$ cat config.mk
export PLATFORM = sky130hd
export DESIGN_NAME = sc_input_cond_flat
export DESIGN_NICKNAME = d
export VERILOG_FILES = /design/src/rtl/sc_input_cond_if.sv /design/src/rtl/sc_input_cond.sv /design/src/flat_wrapper.sv
export SDC_FILE = /design/constraint.sdc
export NUM_CORES = 1
export LEC_CHECK = 0
export CORE_MARGIN = 2
export CORE_UTILIZATION = 40
export DETAILED_ROUTE_END_ITERATION = 10
export PLACE_DENSITY = 0.61
export REMOVE_ABC_BUFFERS = 1
export SLEW_MARGIN = 20
export SYNTH_ARGS = -nofsm -noshare
export SYNTH_HDL_FRONTEND = slang
export SYNTH_SLANG_ARGS = --single-unit
$ cat constraint.sdc
create_clock -name clock -period 2.31 [get_ports clock]
set_input_delay 0.231 -clock clock [delete_from_list [all_inputs] [get_ports clock]]
set_output_delay 0.231 -clock clock [all_outputs]
set_load 0.01 [all_outputs]
$ cat src/rtl/sc_input_cond_if.sv
// Pin-side and hub-side signals of the input conditioner, grouped for port binding.
interface sc_input_cond_if;
  logic [3:0] KEY;
  logic [9:0] SW;
  logic [3:0] key_clr;
  logic [3:0] key_level;
  logic [9:0] sw_level;
  logic [3:0] key_press;
  logic       key_any;

  modport master (
    output KEY, SW, key_clr,
    input  key_level, sw_level, key_press, key_any
  );

  modport slave (
    input  KEY, SW, key_clr,
    output key_level, sw_level, key_press, key_any
  );
endinterface

$ cat src/rtl/sc_input_cond.sv
// Synchronizes and debounces 4 keys + 10 switches; sticky W1C press flags per key.
// Latency DEBOUNCE_CYCLES+2 edges from pin to level/press; no backpressure, always accepts.
module sc_input_cond #(
  parameter int DEBOUNCE_CYCLES = 50000,
  parameter int CNT_W           = 16
) (
  input logic            clock,
  input logic            resetn,
  sc_input_cond_if.slave pins
);

  localparam int NCH = 14;
  // Bits [3:0] are keys (idle high), bits [13:4] are switches (idle low).
  localparam logic [NCH-1:0] RST_VAL = 14'h000F;
  localparam logic [CNT_W-1:0] CNT_MAX = CNT_W'(DEBOUNCE_CYCLES - 1);

  logic [NCH-1:0]   raw;
  logic [NCH-1:0]   s1_q, s2_q;
  logic [NCH-1:0]   stable_q, stable_d;
  logic [CNT_W-1:0] cnt_q [NCH];
  logic [CNT_W-1:0] cnt_d [NCH];
  logic [3:0]       press_q, press_d;

  assign raw = {pins.SW, pins.KEY};

  always_comb begin
    stable_d = stable_q;
    for (int c = 0; c < NCH; c++) begin
      cnt_d[c] = '0;
      if (s2_q[c] != stable_q[c]) begin
        if (cnt_q[c] == CNT_MAX) begin
          stable_d[c] = s2_q[c];
        end else begin
          cnt_d[c] = cnt_q[c] + 1'b1;
        end
      end
    end
    // A new press beats a same-edge clear so no press is lost.
    press_d = (stable_q[3:0] & ~stable_d[3:0]) | (press_q & ~pins.key_clr);
  end

  always_ff @(posedge clock) begin
    if (!resetn) begin
      s1_q     <= RST_VAL;
      s2_q     <= RST_VAL;
      stable_q <= RST_VAL;
      press_q  <= '0;
      for (int c = 0; c < NCH; c++) begin
        cnt_q[c] <= '0;
      end
    end else begin
      s1_q     <= raw;
      s2_q     <= s1_q;
      stable_q <= stable_d;
      press_q  <= press_d;
      for (int c = 0; c < NCH; c++) begin
        cnt_q[c] <= cnt_d[c];
      end
    end
  end

  assign pins.key_level = ~stable_q[3:0];
  assign pins.sw_level  = stable_q[NCH-1:4];
  assign pins.key_press = press_q;
  assign pins.key_any   = |press_q;

endmodule

$ cat src/flat_wrapper.sv
// flat-port wrapper written by rule: the top's interface ports become plain ports
module sc_input_cond_flat 
#(
  parameter int DEBOUNCE_CYCLES = 50000,
  parameter int CNT_W           = 16
)
  (clock, resetn, pins_KEY, pins_SW, pins_key_clr, pins_key_level, pins_sw_level, pins_key_press, pins_key_any);
  sc_input_cond_if pins_i ();
  input logic clock;
  input logic resetn;
  input wire logic [$bits(pins_i.KEY)-1:0] pins_KEY;
  input wire logic [$bits(pins_i.SW)-1:0] pins_SW;
  input wire logic [$bits(pins_i.key_clr)-1:0] pins_key_clr;
  output wire logic [$bits(pins_i.key_level)-1:0] pins_key_level;
  output wire logic [$bits(pins_i.sw_level)-1:0] pins_sw_level;
  output wire logic [$bits(pins_i.key_press)-1:0] pins_key_press;
  output wire logic [$bits(pins_i.key_any)-1:0] pins_key_any;
  assign pins_i.KEY = pins_KEY;
  assign pins_i.SW = pins_SW;
  assign pins_i.key_clr = pins_key_clr;
  assign pins_key_level = pins_i.key_level;
  assign pins_sw_level = pins_i.sw_level;
  assign pins_key_press = pins_i.key_press;
  assign pins_key_any = pins_i.key_any;
  sc_input_cond #(.DEBOUNCE_CYCLES(DEBOUNCE_CYCLES), .CNT_W(CNT_W)) u_core (.clock(clock), .resetn(resetn), .pins(pins_i));
endmodule
[Yosys cells after proc, flatten, opt, wreduce, memory -nomap -nowiden]
Memory sizes are Yosys's and may differ from the RTL's.
Cells that the tools add are included.
Cells by class
  add/sub/neg operators: 14
  multiplexer cells: 52
  bitwise logic cells: 20
  equal/unequal tests: 28
  reduce and logical (&&, ||, !) cells: 11
Operator list (count)
  $mux W16: 42
  $add A16 B1 Y16 const B: 14
  $eq A16 B16 Y1 const B: 14
  $reduce_and A2 Y1: 10
  $ne A1 B1 Y1: 14
  $or A1 B1 Y1: 14
  $not A4 Y4: 3
  $mux W1: 10
  $and A4 B4 Y4: 2
  $or A4 B4 Y4: 1
  $reduce_or A4 Y1: 1
Word-level totals
  word-level logic and storage cells: 140
  register bits after elaboration: 46
  memories kept: 1
  input port bits: 20
  RAM bits: 224
  output and inout port bits: 19
Memories
  u_core.cnt_q: depth 14, bits a word 16, read ports 14, clocked after Yosys merged registers in 0, write ports 14, RTL line sc_input_cond.sv:20  | logic [CNT_W-1:0] cnt_q [NCH];

[Longest topological paths before layout]
Gate-level depths: netlist of run 1.
  depth in word-level cells: 6
  depth in mapped cells: 7
  gate-level depth less buffers: 5

[Worst setup path before layout of run 1]
No wires, ideal clock.
  path type: flip-flop to flip-flop
  start point: mem u_core.cnt_q[0][10]
  end point: mem u_core.cnt_q[0][14]
  path slack: 0.464 ns
  buffers on the path: 1
  arrival: 1.732 ns
  library setup time: 0.115 ns
  stages on the path, launching flop included: 6
  period minus slack after synthesis: 1.846 ns
  data required time: 2.195 ns
  path through: dfxtp_1 -> or4_1 -> or4_4 -> o21bai_4 -> buf_6 -> nor2_1
RTL lines (RTL line)
  start, declared: sc_input_cond.sv:20

[Worst setup path after layout of run 1]
  start point: reg u_core.press_q[2], in the netlist u_core.pins.key_press[2]
  end point: out pins_key_any
On the way
  longest elaborated chain between the ends: 1
RTL lines
  start, declared: RTL line sc_input_cond.sv:22  | logic [3:0] press_q, press_d;
  start signal, assigned: RTL line sc_input_cond.sv:55  | press_q <= press_d;
  $reduce_or A4 Y1: RTL line sc_input_cond.sv:65  | assign pins.key_any = |press_q;
  end, declared: RTL line flat_wrapper.sv:17  | output wire logic [$bits(pins_i.key_any)-1:0] pins_key_any;
No other way between the ends.

==> results of run 1 <==
-- sequential cells by signal (all words and copies together) (netlist names) --
name,count
u_core.s1_q,14
u_core.cnt_q,224
u_core.s2_q,14
u_core.pins.key_press,4
u_core.stable_q,14
-- critical path: cells and delay by family (launching register included) --
family | cells | cell delay [ns]
buffers and inverters | 1 | 0.49
and+or+nand+nor | 1 | 0.52
DFF | 1 | 0.32
-- worst max-delay path by stage --
stage	startpoint	to	cells after the start
floorplan	u_core.cnt_q[0][10]	u_core.cnt_q[0][10]	4
global placement	u_core.cnt_q[0][10]	u_core.cnt_q[0][4]	4
detailed placement	u_core.cnt_q[0][10]	u_core.cnt_q[0][5]	4
CTS	u_core.pins.key_press[2]	pins_key_any	2
global route	u_core.pins.key_press[2]	pins_key_any	2
finish	u_core.pins.key_press[2]	pins_key_any	2
-- routing by layer --
layer	wire length, um	vias to the layer above
met5	0	-
met4	393	0
met3	727	28
met2	8730	97
met1	10400	3856
li1	-	4439
-- stage by stage --
| step | setup slack (ns) | cells |
|---|---|---|
| 3_3_place_gp | 0.354 | 1662 |
| 5_1_grt | 0.168 | 1713 |
| 3_5_place_dp | 0.318 | 1662 |
| 2_1_floorplan | 0.480 | 1235 |
| 6_report | 0.216 | 1713 |
| 4_1_cts | 0.188 | 1713 |
-- power by group --
group          switching (mW)  internal (mW)  total [mW]
Clock                    1.81           2.79        4.60
Combinational          0.0691         0.0571       0.126
Sequential             0.0171           4.69        4.70
-- kinds of logic after synthesis --
logic type                 Yosys count  share of synthesized area (%)
xor gates and xnor gates           198                           15.1
adders and majority gates           14                           1.53
AOI/OAI and AO/OA                   34                           1.92
muxes                               12                           1.05
and+or+nand+nor                    655                           29.7
DFF                                270                           47.2
buffers and inverters               87                           3.45
-- area by class of cell --
type	instances	area (sq um)
Fill cell	2688	14900
Clock buffer	38	810
Sequential cell	270	5410
Tap cell	378	473
Timing Repair Buffer	49	470
Clock inverter	13	153
Multi-Input combinational cell	913	5650
Inverter	52	195
-- Yosys cell counts, types with 5 or more instances --
master,count
sky130_fd_sc_hd__nor4bb_1,10
sky130_fd_sc_hd__nand4b_1,7
sky130_fd_sc_hd__o21ai_0,8
sky130_fd_sc_hd__clkbuf_1,18
sky130_fd_sc_hd__nor4_1,52
sky130_fd_sc_hd__or3_1,9
sky130_fd_sc_hd__ha_1,14
sky130_fd_sc_hd__nand2_1,45
sky130_fd_sc_hd__or4bb_1,5
sky130_fd_sc_hd__mux2i_1,12
sky130_fd_sc_hd__dfxtp_1,270
sky130_fd_sc_hd__buf_4,14
sky130_fd_sc_hd__nand3_1,80
sky130_fd_sc_hd__nand4_1,57
sky130_fd_sc_hd__and4_1,6
sky130_fd_sc_hd__or4_1,12
sky130_fd_sc_hd__xor2_1,56
sky130_fd_sc_hd__nor2_1,246
sky130_fd_sc_hd__or4_4,5
sky130_fd_sc_hd__inv_1,52
sky130_fd_sc_hd__and2_1,20
sky130_fd_sc_hd__and3_1,25
sky130_fd_sc_hd__nor3_1,45
sky130_fd_sc_hd__nand2b_1,11
sky130_fd_sc_hd__a21oi_1,13
sky130_fd_sc_hd__xnor2_1,142
==> metrics.md, run 1 <==
| Metric | Value |
|---|---|
| Clock latency at the later pin of the worst-skew pair | 0.53 ns |
| Flip-flop and latch count after synthesis | 270 |
| Core footprint | 0.0280 sq mm |
| Start-to-end type of the worst setup path | flip-flop to output port |
| Met3 capacity usage during global routing | 2.46% |
| Mapped Cells | 1270 |
| Netlist Area Pre-Place | 0.0114 sq mm |
| Antenna violations before repair | 0 |
| Met1 demand-to-capacity share in global routing | 18.8% |
| Most area-hungry cell type in the Yosys netlist | sky130_fd_sc_hd__dfxtp_1 |
| Slowest stage cell, crit path | sky130_fd_sc_hd__or4_1 |
| Sum of net half-perimeters after detailed placement | 13.4 mm |
| Setup violators final | 0 |
| Actual slew at the worst max-slew pin | 0.583 ns |
| Highest fanout seen on the critical path | 3 |
| First DRT Iteration DRCs | 381 |
| Portion of synthesized cell area occupied by the leading cell type | 47.2% |
| Reg-to-reg critical path startpoint | u_core.cnt_q[0][10] |
| Fin area | 0.0132 sq mm |
| GRT Residual Overflow | 0 |
| Antenna cell count | 0 |
| Drt wl/cell | 11.8 um |
| Total design power | 9.43 mW |
| Gpl congestion | 0.844 |
| Count of pins on the block boundary | 39 |
| Areal power density over the cells | 717 mW/mm^2 |
| Largest stage delay on the critical path | 0.52 ns |
| Via count of the first global-routing pass | 7947 |
| Mean post-synth cell area | 9.01 sq um |
| Die width | 173 um |
| Sequential area share after synthesis | 47.2% |
| Quantity of hold-fixing buffers added after cts | 0 |
| Commonest non-fill, non-tap cells in the layout | sky130_fd_sc_hd__dfxtp_1 (270), sky130_fd_sc_hd__nor2_1 (246), sky130_fd_sc_hd__xnor2_1 (142) |
| Library cell used as clock root buffer | sky130_fd_sc_hd__clkbuf_16 |
| Crit path required time | 2.08 ns |
| Number of clock sinks | 270 |
| Worst min-delay path class | input port to flip-flop |
| TritonCTS clock tree | yes |
| Yosys synthesis warning count | 0 |
| Data arrival time of the critical path | 1.86 ns |
| Num rows | 61 |
| Max_cap viols | 0 |
| Synth top area cells | sky130_fd_sc_hd__dfxtp_1 (47%), sky130_fd_sc_hd__xnor2_1 (11%), sky130_fd_sc_hd__nor2_1 (8.1%), sky130_fd_sc_hd__xor2_1 (4.3%), sky130_fd_sc_hd__nand3_1 (3.5%) |
| Leakage Power | 4.18 nW |
| Clock-pin slew reported for the worst setup and hold paths after clock tree synthesis | 0.06 ns |
| Proportion of layout cells with a drive suffix above 1 | 5.62% |
| R2R setup slack | 0.31 ns |
| Number of distinct library cells after synthesis | 42 |
| Post-synth ARST share | 0% |
| Utilization after layout | 47.0% |
| Fraction of the cycle the final worst path needs | 90.7% |
| Fin Clk Skew | 0.00718 ns |
| Num CTS Buffers | 28 |
| Met2 track utilization from global routing | 22.1% |
| Area of placed instances | 0.0122 sq mm |
| Remaining design rule violation count | 0 |
| Count of flip-flops with a built-in enable after synthesis | 0 |
| Initial core utilization | 40.9% |
| Router iterations before antenna repair | 5 |
| Buffer count from post-CTS setup fixing | 0 |
| Worst path cell trace | or4_1 > clkdlybuf4s50_1 |
| Post-cts sizing count | 0 |
| Min-Delay Endpoint | u_core.stable_q[1] |
| Maximum clock frequency | 0.477 GHz |
| Total Wirelength | 20.3 mm |
| Per-cell via count in the routed design | 4.92 |
| H-tree levels | 1 |
| Hold Path Origin | resetn |
| Unrepaired setup endpoints after global routing | no |
| Primary flip-flop cell chosen by synthesis mapping | sky130_fd_sc_hd__dfxtp_1 |
| Final Max Slew Viols | 0 |
| Worst Setup End Kind | output port |
| Worst-case headroom to the max-slew limit | 61.0% |
| Most Used Layer, Global Route | met2 |
| Shortest clock period the worst path allows after layout | 2.09 ns |
| Global-route wire length before repair | 36.2 mm |
| Area growth syn-to-layout | 14.9% |
| Worst reg-to-reg path cell count | 4 |
| Worst hold stages | 3 |
| Worst-case hold slack | 0.152 ns |
| Routed vias | 8420 |
| Number of nets with antenna violations after routing | 0 |
| Largest net degree at the start of global routing | 57 |
| Die extent in y | 173 um |
| Most frequent standard cell in the layout excluding fill and tap cells | sky130_fd_sc_hd__dfxtp_1 |
| Maximum clock path buffer count | 3 |
| Number of hold-slack violations in the final timing report | 0 |
| Net total in the final layout | 1348 |
| IO Port Bufs | 38 |
| Worst vdd rail ir drop | 568 uV |
| Final sum of negative setup slack | 0 ns |
| Total routing usage reported by global routing | 13.6% |
| Die ar. | 0.0300 sq mm |
| Run status | finished clean |
| Worst r2r dst | u_core.cnt_q[0][5] |
| Critical Path Start Type | flip-flop |
Note: power is estimated with default switching activity, not from simulation.
==> run 2, diff against run 1 <==
==> constraint.sdc (replaced) <==
create_clock -name clock -period 2.31 [get_ports clock]
set_input_delay 0.231 -clock clock [delete_from_list [all_inputs] [get_ports clock]]
set_output_delay 0.231 -clock clock [all_outputs]
set_load 0.005 [all_outputs]
==> results of run 2 <==
The final DEF is identical to that of run 1. Status: finished clean.
Main changes from that run: setup slack after layout 0.216 ns -> 0.249 ns
